===== src/rtl/twiddle_pkg.sv =====
// Shared definitions for the twiddle sequencer: formats, FSM states, and the
// constant functions that build the quantised quarter-wave cosine table.
package twiddle_pkg;

    localparam logic FMT_FP8 = 1'b1;
    localparam logic FMT_FP4 = 1'b0;
    localparam int FP8_SIGN = 7;
    localparam int FP4_SIGN = 3;

    typedef enum logic [1:0] {
        ST_IDLE,
        ST_RUN,
        ST_FLUSH
    } state_t;

    localparam longint ONE_Q30 = 64'sd1 << 30;
    localparam longint PI_Q30  = 64'sd3373259426;

    // cos(2*pi*i/max_n) in Q30 for angles up to pi/2, by Taylor series.
    function automatic longint cos_q30(input int i, input int max_n);
        longint x;
        longint x2;
        longint term;
        longint sum;
        x    = (2 * PI_Q30 * i) / max_n;
        x2   = (x * x) >>> 30;
        term = ONE_Q30;
        sum  = term;
        for (int n = 1; n <= 12; n++) begin
            term = -((term * x2) >>> 30) / ((2 * n - 1) * (2 * n));
            sum  = sum + term;
        end
        if (sum < 0)
            sum = 0;
        if (sum > ONE_Q30)
            sum = ONE_Q30;
        return sum;
    endfunction

    function automatic longint rne_shift(input longint v, input int sh);
        longint q;
        longint rem;
        longint half;
        q    = v >>> sh;
        rem  = v - (q << sh);
        half = 64'sd1 << (sh - 1);
        if (rem > half || (rem == half && q[0]))
            q = q + 1;
        return q;
    endfunction

    // E4M3 magnitude of a Q30 value in [0,1]; a mantissa carry rolls into the exponent.
    function automatic logic [7:0] quant_fp8(input longint v);
        int p;
        logic [7:0] r;
        p = 0;
        for (int j = 0; j <= 30; j++)
            if (v[j])
                p = j;
        if (v <= 0)
            r = 8'h00;
        else if (p < 24)
            r = 8'(rne_shift(v, 21));
        else
            r = 8'(((p - 24) << 3) + rne_shift(v, p - 3));
        return r;
    endfunction

    // E2M1 magnitude of a Q30 value in [0,1]: half-unit steps up to 1.0.
    function automatic logic [3:0] quant_fp4(input longint v);
        logic [3:0] r;
        if (v <= 0)
            r = 4'h0;
        else
            r = 4'(rne_shift(v, 29));
        return r;
    endfunction

    // Toggle the sign only for a nonzero magnitude so zero stays +0.
    function automatic logic [7:0] neg_zero(input logic [7:0] x, input int sign_pos, input logic neg);
        logic [7:0] mag_mask;
        logic [7:0] r;
        mag_mask = (8'd1 << sign_pos) - 8'd1;
        r = x;
        if (neg && ((x & mag_mask) != 8'h00))
            r = x ^ (8'd1 << sign_pos);
        return r;
    endfunction

endpackage


===== src/rtl/twiddle_quarter_rom.sv =====
// Quarter-wave cosine magnitudes {E4M3, E2M1}, two registered read ports.
module twiddle_quarter_rom
    import twiddle_pkg::*;
#(
    parameter int MAX_N = 64,
    parameter int AW    = $clog2(MAX_N) - 1
) (
    input  logic          clk,
    input  logic          rst,
    input  logic          en,
    input  logic [AW-1:0] addr_re,
    input  logic [AW-1:0] addr_im,
    output logic [11:0]   data_re,
    output logic [11:0]   data_im
);

    localparam int Q = MAX_N / 4;

    logic [11:0] rom [0:Q];

    for (genvar i = 0; i <= Q; i++) begin : g_tab
        localparam longint C = cos_q30(i, MAX_N);
        assign rom[i] = {quant_fp8(C), quant_fp4(C)};
    end

    always_ff @(posedge clk or posedge rst) begin
        if (rst) begin
            data_re <= '0;
            data_im <= '0;
        end else if (en) begin
            data_re <= rom[addr_re];
            data_im <= rom[addr_im];
        end
    end

endmodule


===== src/rtl/twiddle_sequencer.sv =====
// Streams radix-2 DIT twiddle factors W_N^k stage by stage for N = 2..MAX_N,
// using a quarter-wave table and quadrant symmetry, as FP8 or FP4.
module twiddle_sequencer
    import twiddle_pkg::*;
#(
    parameter int MAX_N    = 64,
    parameter int LOG2_MAX = $clog2(MAX_N),
    parameter int LW       = $clog2(LOG2_MAX + 1)
) (
    input  logic                clk,
    input  logic                rst,
    input  logic                start,
    input  logic [LW-1:0]       log2_n,
    input  logic                fmt,
    output logic                busy,
    output logic                err,
    output logic                tw_valid,
    input  logic                tw_ready,
    output logic [15:0]         tw_data,
    output logic [LW-1:0]       tw_stage,
    output logic [LOG2_MAX-2:0] tw_index,
    output logic                tw_last,
    output logic                done
);

    localparam int KW = LOG2_MAX - 1;
    localparam int Q  = MAX_N / 4;

    state_t state, state_nx;

    logic [LW-1:0] l_len;
    logic          fmt_q;
    logic [LW-1:0] s_cnt;
    logic [KW-1:0] b_cnt;
    logic [KW-1:0] b_max;
    logic [KW-1:0] mask;
    logic [KW-1:0] k_cur;
    logic [LW-1:0] sh;
    logic          advance;
    logic          issue;
    logic          word_last;
    logic          start_ok;
    logic          accept;
    logic          last_hs;

    logic          vld_p1;
    logic          last_p1;
    logic          quad_p1;
    logic [KW-1:0] k_p1;
    logic [KW-1:0] b_p1;
    logic [LW-1:0] s_p1;
    logic [KW-1:0] addr_re;
    logic [KW-1:0] addr_im;
    logic [11:0]   mag_re_p2;
    logic [11:0]   mag_im_p2;
    logic          quad_p2;

    // Whole pipeline moves together: it advances unless the output word is stalled.
    assign advance   = !tw_valid || tw_ready;
    assign issue     = (state == ST_RUN) && advance;
    assign start_ok  = (log2_n != '0) && (log2_n <= LW'(LOG2_MAX));
    assign accept    = (state == ST_IDLE) && start && start_ok;
    assign last_hs   = tw_valid && tw_ready && tw_last;
    assign b_max     = (KW'(1) << (l_len - LW'(1))) - KW'(1);
    assign word_last = (s_cnt == l_len - LW'(1)) && (b_cnt == b_max);
    assign mask      = (KW'(1) << s_cnt) - KW'(1);
    assign sh        = LW'(KW) - s_cnt;
    assign k_cur     = (b_cnt & mask) << sh;
    assign busy      = (state != ST_IDLE);

    always_ff @(posedge clk or posedge rst) begin
        if (rst)
            state <= ST_IDLE;
        else
            state <= state_nx;
    end

    always_comb begin
        state_nx = state;
        case (state)
            ST_IDLE:  if (accept) state_nx = ST_RUN;
            ST_RUN:   if (issue && word_last) state_nx = ST_FLUSH;
            ST_FLUSH: if (last_hs) state_nx = ST_IDLE;
            default:  state_nx = ST_IDLE;
        endcase
    end

    always_ff @(posedge clk or posedge rst) begin
        if (rst) begin
            l_len <= '0;
            fmt_q <= FMT_FP4;
            s_cnt <= '0;
            b_cnt <= '0;
            err   <= 1'b0;
            done  <= 1'b0;
        end else begin
            err  <= (state == ST_IDLE) && start && !start_ok;
            done <= (state == ST_FLUSH) && last_hs;
            if (accept) begin
                l_len <= log2_n;
                fmt_q <= fmt;
                s_cnt <= '0;
                b_cnt <= '0;
            end else if (issue && !word_last) begin
                if (b_cnt == b_max) begin
                    b_cnt <= '0;
                    s_cnt <= s_cnt + LW'(1);
                end else begin
                    b_cnt <= b_cnt + KW'(1);
                end
            end
        end
    end

    // P1: angle index, quadrant and word tags
    always_ff @(posedge clk or posedge rst) begin
        if (rst)
            vld_p1 <= 1'b0;
        else if (advance)
            vld_p1 <= (state == ST_RUN);
    end

    always_ff @(posedge clk) begin
        if (issue) begin
            k_p1    <= k_cur;
            quad_p1 <= (k_cur > KW'(Q));
            s_p1    <= s_cnt;
            b_p1    <= b_cnt;
            last_p1 <= word_last;
        end
    end

    // Second quadrant reflects about Q: real = -C[Q-k'], imag = -C[k'], k' = k-Q.
    assign addr_re = quad_p1 ? (KW'(Q) - (k_p1 - KW'(Q))) : k_p1;
    assign addr_im = quad_p1 ? (k_p1 - KW'(Q)) : (KW'(Q) - k_p1);

    // P2: table read and output word
    twiddle_quarter_rom #(
        .MAX_N (MAX_N),
        .AW    (KW)
    ) u_rom (
        .clk     (clk),
        .rst     (rst),
        .en      (advance && vld_p1),
        .addr_re (addr_re),
        .addr_im (addr_im),
        .data_re (mag_re_p2),
        .data_im (mag_im_p2)
    );

    always_ff @(posedge clk or posedge rst) begin
        if (rst) begin
            tw_valid <= 1'b0;
            tw_stage <= '0;
            tw_index <= '0;
            tw_last  <= 1'b0;
            quad_p2  <= 1'b0;
        end else if (advance) begin
            tw_valid <= vld_p1;
            tw_last  <= vld_p1 && last_p1;
            if (vld_p1) begin
                tw_stage <= s_p1;
                tw_index <= b_p1;
                quad_p2  <= quad_p1;
            end
        end
    end

    always_comb begin
        tw_data = '0;
        if (fmt_q == FMT_FP8)
            tw_data = {neg_zero(mag_re_p2[11:4], FP8_SIGN, quad_p2),
                       neg_zero(mag_im_p2[11:4], FP8_SIGN, 1'b1)};
        else
            tw_data = {8'h00,
                       4'(neg_zero({4'h0, mag_re_p2[3:0]}, FP4_SIGN, quad_p2)),
                       4'(neg_zero({4'h0, mag_im_p2[3:0]}, FP4_SIGN, 1'b1))};
    end

endmodule


===== config.mk =====
export PLATFORM = sky130hd
export DESIGN_NAME = twiddle_sequencer
export DESIGN_NICKNAME = d
export VERILOG_FILES = /design/src/rtl/twiddle_pkg.sv /design/src/rtl/twiddle_quarter_rom.sv /design/src/rtl/twiddle_sequencer.sv
export SDC_FILE = /design/constraint.sdc
export NUM_CORES = 1
export LEC_CHECK = 0
export ABC_AREA = 1
export CORE_MARGIN = 2
export CORE_UTILIZATION = 44
export DETAILED_ROUTE_END_ITERATION = 6
export DONT_BUFFER_PORTS = 1
export GPL_TIMING_DRIVEN = 0
export PLACE_DENSITY = 0.59
export SLEW_MARGIN = 40
export SYNTH_ARGS = -nofsm -noshare
export SYNTH_HDL_FRONTEND = slang
export SYNTH_SLANG_ARGS = --single-unit

===== constraint.sdc =====
create_clock -name clk -period 2.7 [get_ports clk]
set_clock_uncertainty 0.05 [all_clocks]
set_input_delay 0.54 -clock clk [delete_from_list [all_inputs] [get_ports clk]]
set_output_delay 0.54 -clock clk [all_outputs]
set_load 0.01 [all_outputs]

==> results of run 1 <==
[power breakdown]
group          total, W  leakage [nW]  switching (W)  internal (W)
Sequential      0.00167         0.707       0.000333       0.00134
Clock          0.000801         0.103       0.000354      0.000447
Combinational   0.00257          1.08        0.00166      0.000915
[registers in the layout, summed over array words and instances (netlist names), 5 cells and up]
| name | count |
|---|---|
| u_rom.data_im | 8 |
| u_rom.data_re | 8 |
| b_cnt | 5 |
| b_p1 | 5 |
| k_p1 | 5 |
| tw_index | 5 |
[what timing repair did]
action,CTS,global route
resized for setup,1,8
pin swaps,0,3
hold buffers,1,0
hold endpoints to repair,13,0
setup endpoints to repair,5,11
setup buffers,0,5
[through the flow]
step | instance area (µm²) | setup WS, ns | std cells | setup TNS (ns) | power [W]
2_1_floorplan | 3400 | 0.326 | 437 | 0 | 0.00361
3_3_place_gp | 3530 | 0.00946 | 539 | 0 | 0.00409
3_5_place_dp | 3550 | -0.0206 | 540 | -0.0206 | 0.00415
4_1_cts | 3750 | 0.00212 | 557 | 0 | 0.00497
5_1_grt | 3810 | 0.0144 | 562 | 0 | 0.00560
6_report | 3810 | 0.212 | 562 | 0 | 0.00504
[final timing paths]
check	startpoint	to	depth (start not counted)	slack [ns]
worst max register to register	l_len[0]$_DFFE_PP0P_	s_cnt[2]$_DFFE_PP0P_	17	0.21
worst min register to register	b_p1[3]$_DFFE_PP_	tw_index[3]$_DFFE_PP0P_	2	0.40
min in group asynchronous	rst	done$_DFF_PP0_	2	0.55
worst min-delay path	log2_n[2]	l_len[2]$_DFFE_PP0P_	2	0.28
max in group asynchronous	rst	u_rom.data_re[1]$_DFFE_PP0P_	3	1.63
worst max-delay path	l_len[0]$_DFFE_PP0P_	s_cnt[2]$_DFFE_PP0P_	17	0.21
[critical path: cells and delay by family, from the launching register on]
family / cells / cell delay (ns)
XOR/XNOR: 1 / 0.14
adder cells (fa/ha/maj): 2 / 0.44
buffers and inverters: 2 / 0.26
flip-flops: 1 / 0.42
AND/OR/NAND/NOR: 12 / 1.03
[layout make-up]
class | count | area [µm²] | area share, %
inverter | 68 | 258 | 6.77
buffer | 10 | 60.1 | 1.58
multi-input combinational | 300 | 1550 | 40.7
timing repair buffer | 7 | 67.6 | 1.77
sequential | 59 | 1550 | 40.8
clock inverter | 5 | 51.3 | 1.35
tap | 102 | 128 | 3.35
clock buffer | 11 | 141 | 3.71
[Yosys cell counts, drive strengths merged]
cell / count / share of area [%]
a21oi: 9 / 1.4
nor3: 7 / 1.0
a22o: 1 / 0.26
nand3: 33 / 5.2
xor2: 4 / 1.0
o211ai: 2 / 0.44
or2: 1 / 0.18
xnor2: 4 / 1.0
o22ai: 6 / 1.1
conb: 1 / 0.11
o21ai: 43 / 7.0
nand4: 3 / 0.55
o311ai: 1 / 0.26
a21boi: 2 / 0.44
inv: 68 / 7.5
ha: 14 / 5.2
o31ai: 3 / 0.66
dfrtp: 44 / 32
edfxtp: 15 / 13
nor3b: 1 / 0.22
nand2: 128 / 15
a31oi: 1 / 0.18
clkbuf: 5 / 0.55
buf: 5 / 1.1
nor4: 1 / 0.18
a22oi: 1 / 0.22
nor2: 33 / 3.7
[layer usage]
metal	up-vias	track usage, %
li1	1445	-
met1	1255	24.5
met2	57	31.9
met3	9	3.62
met4	0	7.09
met5	-	0
[kinds of logic (layout without fill, tap and decap cells)]
| group | after synthesis | after routing | share of synthesized area (%) |
|---|---|---|---|
| buf+inv | 78 | 101 | 9.21 |
| simple gates | 207 | 207 | 25.8 |
| other cells | 1 | 2 | 0.110 |
| fa+ha+maj | 14 | 14 | 5.16 |
| compound gates | 69 | 69 | 12.0 |
| xor+xnor | 8 | 8 | 2.06 |
| flops | 59 | 59 | 45.7 |
==> results by group, run 1 <==
Status
  • Status: complete, no violations

Clock network
  • CTS tree: done
  • H-tree level count: 3
  • CTS sink count: 59
  • CTS Buffer Depth: 2
  • Clock-pin slew on the worst setup and hold paths: 0.07 ns
  • Cts bufs inserted: 9
  • Root Driver: clkbuf_8
  • Clock Latency Late Sink: roughly 0.34 ns

Worst setup path
  • CP peak stage delay: 0.42 ns
  • CP arrival: 2.66 ns
  • Critical path required time: roughly 2.9 ns
  • Critical path type: flip-flop to flip-flop
  • Startpoint types: flip-flop
  • CP max-delay cell: dfrtp_2
  • Crit path max fanout: 10
  • Crit path cell chain: inv_2, ha_4, nand2_1, nand2_4, nand2_1, ha_1, xor2_1, nand2_1, nor2_1, nand3_1, nor2_2, nand3_2, nand2_2, nand2_2, buf_6, nand3_1, nand2_1
  • Crit end category: flip-flop
  • Most frequent CP cell: nand2_1

Finish
  • Most frequent cells in the layout: nand2_1, inv_1, dfrtp_1, o21ai_0, nor2_1
  • Layout area overhead: 12.2%
  • Layout cells sized above 1: ~12%
  • # fillers: 726
  • Final Util: 50.1%
  • Ant. Diodes: 0
  • Commonest non-fill, non-tap cell in the layout: nand2_1
  • Number of nets in the layout: 477

Floorplanning
  • Die Outline Area: 0.00844 mm²
  • Core ar.: about 0.0076 mm²
  • Die width: 91.9 µm
  • Core Rows: 32
  • Io pins: 37
  • Initial core utilization: 44.7%
  • Die height: 91.9 µm

Yosys
  • Synth Register Bits: between 50 and 60
  • Avg Cell Area, Syn: 7.79 µm²
  • Syn. warnings: 0
  • Syn Inst Count: around 440
  • Synthesized area: between 0.003 and 0.004 mm²
  • Netlist cell types: 37
  • Sequential element share of the synthesized area: 45.7%

Placed design
  • GPL Wtd Cong: 0.839
  • HPWL after DPL: 5440 µm
  • Number of port buffers: 0

Routing
  • Antenna-violating nets left: 0
  • Total routed wirelength: 7260 µm
  • # DRC: 0
  • Pre-Repair DR Iteration Count: 5
  • WL met1: 3480 µm
  • Routed length on met2: 3400 µm
  • Vias per Instance: ~4.9
  • DR vias: 2766
  • Routed wl met3: 277 µm
  • Max layer used: met4
  • Wire length per cell: 12.9 µm
  • Iteration-0 DRC Markers: 124

Worst hold path
  • Hold Path Class: primary input to flip-flop

Power
  • VDD IR-drop max: between 0.4 and 0.5 mV
  • Leak: ~1.9 nW
  • PD cells: 1320 mW/mm²

GRT
  • Grt total ovfl: 0
  • Total GRT Usage: 19.0%
  • Vias in the first global route: roughly 2700
  • Initial antenna violation count: 0
  • First-pass GRT wire length: 12800 µm
  • Largest net degree at the start of global routing: 32

Timing
  • Worst-margin pin slew: 0.690 ns
  • Slew margin rel.: 53.9%
  • Final cycle utilization of the critical path: 92.2%
  • Final Max Tran Viols: 0
  • Post-route minimum period: ~2.5 ns
  • Final setup viols: 0
  • Hold Vio Cnt, Final: 0
  • Peak Freq: 402 MHz
  • RSZ-0062 raised after global routing: false
  • WHS: 0.279 ns

Flow run
  • Maxcap violations: 0
(Power assumes the default switching activity.)
==> run 2, diff against run 1 <==
--- a/config.mk
+++ b/config.mk
@@ -6,6 +6,7 @@
 export NUM_CORES = 1
 export LEC_CHECK = 0
 export ABC_AREA = 1
+export CAP_MARGIN = 20
 export CORE_MARGIN = 2
 export CORE_UTILIZATION = 44
 export DETAILED_ROUTE_END_ITERATION = 6
==> results of run 2 <==
The final DEF is identical to that of run 1; final timing and power are the same.
